$ cat src/rtl/lzc_seq_ctrl.sv
// Sequential leading-zero counter and normaliser: scans the operand CHUNK_W bits
// per cycle from the MSB, then holds count, zero flag and normalised value until consumed.
module lzc_seq_ctrl #(
    parameter int DATA_W  = 64,
    parameter int CHUNK_W = 16
) (
    input  logic                      clk,
    input  logic                      rst,
    input  logic                      in_valid,
    output logic                      in_ready,
    input  logic [DATA_W-1:0]         in_data,
    output logic                      out_valid,
    input  logic                      out_ready,
    output logic [$clog2(DATA_W)-1:0] out_zcnt,
    output logic                      out_zero,
    output logic [DATA_W-1:0]         out_norm
);

    localparam int NCHUNK = DATA_W / CHUNK_W;
    localparam int CNT_W  = $clog2(DATA_W);
    localparam int LZ_W   = $clog2(CHUNK_W);
    localparam int K_W    = (NCHUNK > 1) ? $clog2(NCHUNK) : 1;
    localparam logic [K_W-1:0] K_LAST = K_W'(NCHUNK - 1);

    typedef enum logic [1:0] {
        IDLE = 2'd0,
        SCAN = 2'd1,
        DONE = 2'd2
    } state_t;

    state_t              state_q, state_d;
    logic [DATA_W-1:0]   work_q, work_d;
    logic [K_W-1:0]      k_q, k_d;
    logic [CNT_W-1:0]    zcnt_q, zcnt_d;
    logic                zero_q, zero_d;
    logic [DATA_W-1:0]   norm_q, norm_d;

    logic [CHUNK_W-1:0]  chunk_s;
    logic [LZ_W-1:0]     chunk_lz_s;
    logic [CNT_W-1:0]    k_base_s;

    // Leading zeros of one chunk; only meaningful when the chunk is nonzero.
    function automatic logic [LZ_W-1:0] chunk_lz(input logic [CHUNK_W-1:0] c);
        logic [LZ_W-1:0] r;
        logic            found;
        r     = '0;
        found = 1'b0;
        for (int i = CHUNK_W - 1; i >= 0; i--) begin
            if (!found && c[i]) begin
                r     = LZ_W'(CHUNK_W - 1 - i);
                found = 1'b1;
            end else begin
                r = r;
            end
        end
        return r;
    endfunction

    // Chunk under examination and the bit offset of chunks already skipped.
    always_comb begin
        chunk_s    = work_q[DATA_W-1 -: CHUNK_W];
        chunk_lz_s = chunk_lz(chunk_s);
        k_base_s   = CNT_W'(k_q) << LZ_W;
    end

    // Next-state and datapath update.
    always_comb begin
        state_d = state_q;
        work_d  = work_q;
        k_d     = k_q;
        zcnt_d  = zcnt_q;
        zero_d  = zero_q;
        norm_d  = norm_q;
        case (state_q)
            IDLE: begin
                if (in_valid) begin
                    work_d  = in_data;
                    k_d     = '0;
                    state_d = SCAN;
                end else begin
                    state_d = IDLE;
                end
            end
            SCAN: begin
                if (chunk_s != '0) begin
                    zcnt_d  = k_base_s + CNT_W'(chunk_lz_s);
                    norm_d  = work_q << chunk_lz_s;
                    zero_d  = 1'b0;
                    state_d = DONE;
                end else if (k_q == K_LAST) begin
                    zcnt_d  = '0;
                    norm_d  = '0;
                    zero_d  = 1'b1;
                    state_d = DONE;
                end else begin
                    work_d  = work_q << CHUNK_W;
                    k_d     = k_q + 1'b1;
                    state_d = SCAN;
                end
            end
            DONE: begin
                // Going straight to IDLE keeps a new accept out of the handshake cycle.
                if (out_ready) begin
                    state_d = IDLE;
                end else begin
                    state_d = DONE;
                end
            end
            default: begin
                state_d = IDLE;
            end
        endcase
    end

    // State and datapath registers with synchronous reset.
    always_ff @(posedge clk) begin
        if (rst) begin
            state_q <= IDLE;
            work_q  <= '0;
            k_q     <= '0;
            zcnt_q  <= '0;
            zero_q  <= 1'b0;
            norm_q  <= '0;
        end else begin
            state_q <= state_d;
            work_q  <= work_d;
            k_q     <= k_d;
            zcnt_q  <= zcnt_d;
            zero_q  <= zero_d;
            norm_q  <= norm_d;
        end
    end

    // Handshake flags decode straight from the state register.
    always_comb begin
        in_ready  = (state_q == IDLE);
        out_valid = (state_q == DONE);
        out_zcnt  = zcnt_q;
        out_zero  = zero_q;
        out_norm  = norm_q;
    end

endmodule

$ cat config.mk
export PLATFORM = sky130hd
export DESIGN_NAME = lzc_seq_ctrl
export DESIGN_NICKNAME = d
export VERILOG_FILES = /design/src/rtl/lzc_seq_ctrl.sv
export SDC_FILE = /design/constraint.sdc
export NUM_CORES = 1
export LEC_CHECK = 0
export ABC_CLOCK_PERIOD_IN_PS = 4530
export BUFFER_PORTS_ARGS = -buffer_cell sky130_fd_sc_hd__buf_2
export CAP_MARGIN = 20
export CORE_MARGIN = 4
export CORE_UTILIZATION = 55
export DETAILED_ROUTE_END_ITERATION = 8
export GPL_TIMING_DRIVEN = 0
export PLACE_DENSITY = 0.79
export SLEW_MARGIN = 25
export SYNTH_ARGS = -nofsm -noshare
export SYNTH_HDL_FRONTEND = slang
export SYNTH_SLANG_ARGS = --single-unit
export TNS_END_PERCENT = 30
$ cat constraint.sdc
create_clock -name clk -period 4.53 [get_ports clk]
set_clock_uncertainty 0.15 [all_clocks]
set_input_delay 0 -clock clk [delete_from_list [all_inputs] [get_ports clk]]
set_output_delay 0 -clock clk [all_outputs]
set_load 0.01 [all_outputs]
# --- Word level (Yosys, flattened, before mapping) ---
# Index checks and enable logic that the tools add are counted.
op_classes:
  shift: 1
  add_sub_neg: 2
  reduce_logical: 36
  mux: 49
  eq_ne: 6
op_table:
  columns: ["cell", "n"]
  rows:
  - ["$mux W64", 5]
  - ["$pmux W64 S2", 1]
  - ["$shl A64 B4 Y64", 1]
  - ["$mux W4", 13]
  - ["$mux W1", 19]
  - ["$reduce_bool A16 Y1", 1]
  - ["$logic_and A1 B1 Y1", 15]
  - ["$logic_not A1 Y1", 15]
  - ["$mux W2", 7]
  - ["$mux W6", 2]
  - ["$add A6 B4 Y6", 1]
  - ["$ne A2 B2 Y1 const B", 3]
  - ["$pmux W2 S3", 1]
  - ["$eq A2 B2 Y1 const B", 2]
  - ["$pmux W2 S2", 1]
  - ["$reduce_and A4 Y1", 1]
  - ["$reduce_bool A2 Y1", 2]
  - ["$add A2 B1 Y2 const B", 1]
  - ["$eq A2 B1 Y1 const B", 1]
  - ["$logic_not A2 Y1", 1]
  - ["$reduce_and A2 Y1", 1]
totals:
  input_bits: 68
  ff_bits: 139
  output_inout_bits: 73

# --- Logic depth before layout (Yosys ltp) ---
logic_depth:
  ltp_word: 48
  depth_mapped: 12
  depth_no_buf: 8

# --- Worst setup path after synthesis ---
# No wires, ideal clock.
synth_timing:
  kind: "register to register"
  start: "reg work_q[56]"
  end: "reg norm_q[62], in the netlist out_norm[62]"
  synth_period_minus_slack_ps: 2570
  arrival_time_ps: 2298
  path_stages_with_launch: 9
  required_ps: 4258
  n_path_buf: 1
  path_slack_ps: 1960
  cell_sequence: "dfxtp_1 -> buf_2 -> nor4_1 -> a2111oi_1 -> nor2_2 -> mux4_2 -> a221oi_2 -> nor2_1 -> a221o_1"
synth_via:
  elab_chain_len: 28
  word_cells_on_any_way: 39
  cone_classes: "1 x shift; 18 x mux; 20 x reduce/logical"
synth_lines:
  columns: ["element", "line", "rtl"]
  rows:
  - ["start: declaration", "32", "logic [DATA_W-1:0] work_q, work_d;"]
  - ["start signal: assignment", "126", "work_q <= work_d;"]
  - ["$logic_and A1 B1 Y1", "49", "if (!found && c[i]) begin"]
  - ["$mux W1", "49", null]
  - ["$logic_not A1 Y1", "49", null]
  - ["$logic_and A1 B1 Y1", "49", null]
  - ["$mux W1", "49", null]
  - ["$logic_not A1 Y1", "49", null]
  - ["$logic_and A1 B1 Y1", "49", null]
  - ["$mux W1", "49", null]
  - ["(+12 left out)", null, null]
  - ["$logic_not A1 Y1", "49", null]
  - ["$logic_and A1 B1 Y1", "49", null]
  - ["$mux W1", "49", null]
  - ["$logic_not A1 Y1", "49", null]
  - ["$logic_and A1 B1 Y1", "49", null]
  - ["$mux W4", "49", null]
  - ["$shl A64 B4 Y64", "87", "norm_d = work_q << chunk_lz_s;"]
  - ["$mux W64", "85", "if (chunk_s != '0) begin"]
  - ["end signal: assignment", "130", "norm_q <= norm_d;"]
  - ["end: declaration", "36", "logic [DATA_W-1:0] norm_q, norm_d;"]
# Several ways; a longest one is shown, not always the timed one.
# A chain may end at the register's enable or synchronous reset.

# --- Final worst setup path ---
layout_timing:
  start: "reg work_q[58]"
  end: "reg norm_q[45], in the netlist out_norm[45]"
layout_via:
  elab_chain_len: 34
  word_cells_on_any_way: 47
  cone_classes: "1 x shift; 22 x mux; 24 x reduce/logical"
layout_lines:
  columns: ["element", "line"]
  rows:
  - ["$logic_and A1 B1 Y1", "49"]
  - ["$mux W1", "49"]
  - ["$logic_not A1 Y1", "49"]
  - ["$logic_and A1 B1 Y1", "49"]
  - ["$mux W1", "49"]
  - ["$logic_not A1 Y1", "49"]
  - ["$logic_and A1 B1 Y1", "49"]
  - ["$mux W1", "49"]
  - ["(+18 left out)", null]
  - ["$logic_not A1 Y1", "49"]
  - ["$logic_and A1 B1 Y1", "49"]
  - ["$mux W1", "49"]
  - ["$logic_not A1 Y1", "49"]
  - ["$logic_and A1 B1 Y1", "49"]
  - ["$mux W4", "49"]
  - ["$shl A64 B4 Y64", "87"]
  - ["$mux W64", "85"]
# Several ways; a longest one is shown, not always the timed one.

==> results.yml <==
cells_and_area:
  utilization: 0.720
  regArea_um2: 2780
  antennaDiodeCount: 0
  drive_gt1_frac: 0.219
  syn2layout_area_growth_pct: 27.1
  nets: 1218
  multi_input_area_um2: 4750
  fillers: 1016
die:
  die_area_um2: 16500
  rows: 43
  core_um2: 14000
  die_h_um: 128
  io_pins: 141
  die_x_um: 128
  initial_utilization: 0.567
timing:
  finalCritPeriodShare: 0.737
  fmax_mhz: 300
  fin_tns_setup_ns: 0
  rsz0062_at_grt: "false"
  worst_pin_slew_ns: 0.722
  finalSetupViolCount: 0
  slew_headroom: 0.519
  slew_viol_final: 0
  hold_violations: 0
  min_period_ns: 3.34
clocking:
  h-tree-depth: 4
  path_clk_slew_ns: 0.06
  cts_made_buffers: 17
  postCtsSetupBuffers: 0
  cts_hold_repair.buffers: 65
  cts-root-buf: "clkbuf_16"
  cts.sinks: 139
  clockBufferDepth: 2
  tritoncts: "done"
  insertion_delay_ns: 0.42
  cts_resized: 0
hold_path:
  hp-start: "rst"
  min_to: "out_norm[54]$_SDFFE_PP0P_"
  hold_class: "primary input to flop"
  whs_path_depth: 5
synthesis:
  synth_cell_types: 61
  async_flop_share: 0
  yosys_warnings: 0
  synth_nets: 994
  ys_seq_area_frac: 0.350
  synth-seq-cells: 139
  synth_area_per_cell_um2: 8.60
  synth-edff-count: 0
  netlist_instances: 925
  synth-main-ff-cell: "dfxtp_1"
  netlist_area_um2: 7960
route:
  routed_via_density: 6.50
  wl_per_cell_um: 22.6
  drc_errors: 0
  vias: 8724
  wirelength_um: 30400
  drtPass1Iterations: 8
  drtIter0Drc: 1248
  ant_nets: 0
grt:
  grt_max_degree: 17
  grt_pass1_vias: 8260
  antenna_found_initial: 0
  grt-ovfl-total: 0
  track_usage: 0.364
  grt_pass1_wl_um: 46500
pwr:
  powerDensity_nw_per_um2: 440
  p_leak_nw: 4.50
  vdd_drop_max_mv: 0.368
place:
  dp_hpwl_um: 21600
  gp_congestion: 0.993
  io_buffer_count: 140
job:
  cap_violations: 0
setup_path:
  worst-r2r-cell-count: 9
  reg2reg_from: "work_q[58]$_SDFFE_PP0P_"
  end_kind: "flop"
  criticalPathCategory: "flop to flop"
  start_kind: "flop"
  worstReg2RegEnd: "out_norm[45]$_SDFFE_PP0P_"
  worst_ep_required_time_ns: 4.69
  cp.arrival_ns: 3.50
  cp_max_fo: 10
  reg2reg_slack_ns: 1.19
outcome:
  status: "completed"
## layout by cell type (no fill, tap or decap), drive strengths merged, types with 6 or more instances in the layout
| cell type | netlist | layout |
|---|---|---|
| clkbuf | 48 | 68 |
| a311oi | 49 | 49 |
| nor4 | 6 | 6 |
| nand2 | 159 | 159 |
| o21ai | 32 | 32 |
| nor2 | 114 | 114 |
| a221o | 16 | 16 |
| a22oi | 43 | 43 |
| mux2 | 19 | 19 |
| a21oi | 22 | 22 |
| a221oi | 8 | 8 |
| mux2i | 127 | 127 |
| o211ai | 7 | 7 |
| a21o | 8 | 8 |
| nand2b | 6 | 6 |
| buf | 39 | 179 |
| mux4 | 8 | 8 |
| nor3 | 7 | 7 |
| a211oi | 7 | 7 |
| dlygate4sd3 | 0 | 65 |
| nand3 | 7 | 7 |
| dfxtp | 139 | 139 |
## state kept, by name, summed over array words and instances (netlist names)
name / cells
out_zcnt: 6
k_q: 2
state_q: 2
work_q: 64
out_zero: 1
out_norm: 64
## worst max-delay path: stages (launching register included)
cell	delay, ns
dfxtp_1	0.51
nand2b_1	0.09
a221oi_1	0.62
a21oi_1	0.29
nand2_2	0.26
buf_4	0.25
buf_2	0.32
mux2i_1	0.41
o22ai_1	0.15
a21o_1	0.18
## worst max path at each step
stage / from / endpoint / depth (start not counted)
floorplan: work_q[56]$_SDFFE_PP0P_ / out_norm[62]$_SDFFE_PP0P_ / 8
finish: work_q[58]$_SDFFE_PP0P_ / out_norm[45]$_SDFFE_PP0P_ / 9
global route: work_q[58]$_SDFFE_PP0P_ / out_norm[45]$_SDFFE_PP0P_ / 9
global placement: work_q[55]$_SDFFE_PP0P_ / out_norm[56]$_SDFFE_PP0P_ / 11
CTS: work_q[58]$_SDFFE_PP0P_ / out_norm[45]$_SDFFE_PP0P_ / 9
detailed placement: work_q[60]$_SDFFE_PP0P_ / out_norm[45]$_SDFFE_PP0P_ / 9
## synth_stat cells, drive strengths merged (2+ instances only)
| cell | number | area share |
|---|---|---|
| buf | 39 | 0.030 |
| nand2 | 159 | 0.075 |
| mux4 | 8 | 0.024 |
| nand3 | 7 | 0.0050 |
| nor3 | 7 | 0.0044 |
| nor2 | 114 | 0.055 |
| or2b | 2 | 0.0019 |
| a221o | 16 | 0.020 |
| and3 | 2 | 0.0016 |
| a221oi | 8 | 0.0096 |
| o21ai | 32 | 0.020 |
| nor4 | 6 | 0.011 |
| o21a | 3 | 0.0030 |
| clkbuf | 48 | 0.023 |
| a31oi | 3 | 0.0024 |
| nand2b | 6 | 0.0047 |
| o22ai | 5 | 0.0039 |
| o221ai | 5 | 0.0055 |
| a22oi | 43 | 0.041 |
| o21bai | 3 | 0.0028 |
| mux2i | 127 | 0.16 |
| and4 | 2 | 0.0022 |
| or2 | 5 | 0.0039 |
| and2 | 5 | 0.0039 |
| a211oi | 7 | 0.0066 |
| o211ai | 7 | 0.0066 |
| a311oi | 49 | 0.054 |
| a21o | 8 | 0.0085 |
| inv | 2 | 0.00094 |
| mux2 | 19 | 0.027 |
| a2111oi | 2 | 0.0031 |
| a22o | 4 | 0.0044 |
| a21oi | 22 | 0.014 |
| nor2b | 3 | 0.0024 |
| dfxtp | 139 | 0.35 |
## cells by family after synthesis
logic type,synth area share
buf+inv,0.0536
simple gates,0.173
mux,0.211
fa+ha+maj,0.00157
flops,0.350
compound gates,0.212
## cell type report
type | instances | area share
well taps | 180 | 0.0223
clock buffers | 20 | 0.0461
repair buffers | 205 | 0.134
clock inverters | 12 | 0.0113
flip-flops and latches | 139 | 0.275
multi-input cells | 697 | 0.469
inverters | 2 | 0.000742
plain buffers | 87 | 0.0414
## report_power, final
group	internal, mW	switching [mW]	total (mW)
logic	0.652	0.981	1.63
registers	1.33	0.137	1.46
clock network	0.804	0.551	1.36
## metal layers
layer | part of all wire | vias to the layer above | global-route usage
met2 | 0.45 | 686 | 0.580
met3 | 0.11 | 135 | 0.0813
met1 | 0.39 | 4061 | 0.470
li1 | - | 3842 | -
met5 | 0 | - | 0
met4 | 0.050 | 0 | 0.169
## per-stage QoR
step / hold WS [ns] / total power, mW / cell area (um^2) / setup WS (ns) / std cells
after detailed placement: 0.105 / 3.00 / 8880 / 1.30 / 1245
after CTS: 0.0840 / 4.37 / 10100 / 1.28 / 1342
after floorplan: 0.0125 / 2.53 / 7960 / 1.96 / 925
after global routing: 0.114 / 4.60 / 10100 / 1.00 / 1342
after global placement: 0.0988 / 2.98 / 8880 / 1.35 / 1245
final: 0.0950 / 4.45 / 10100 / 1.19 / 1342
(Power assumes the default switching activity.)
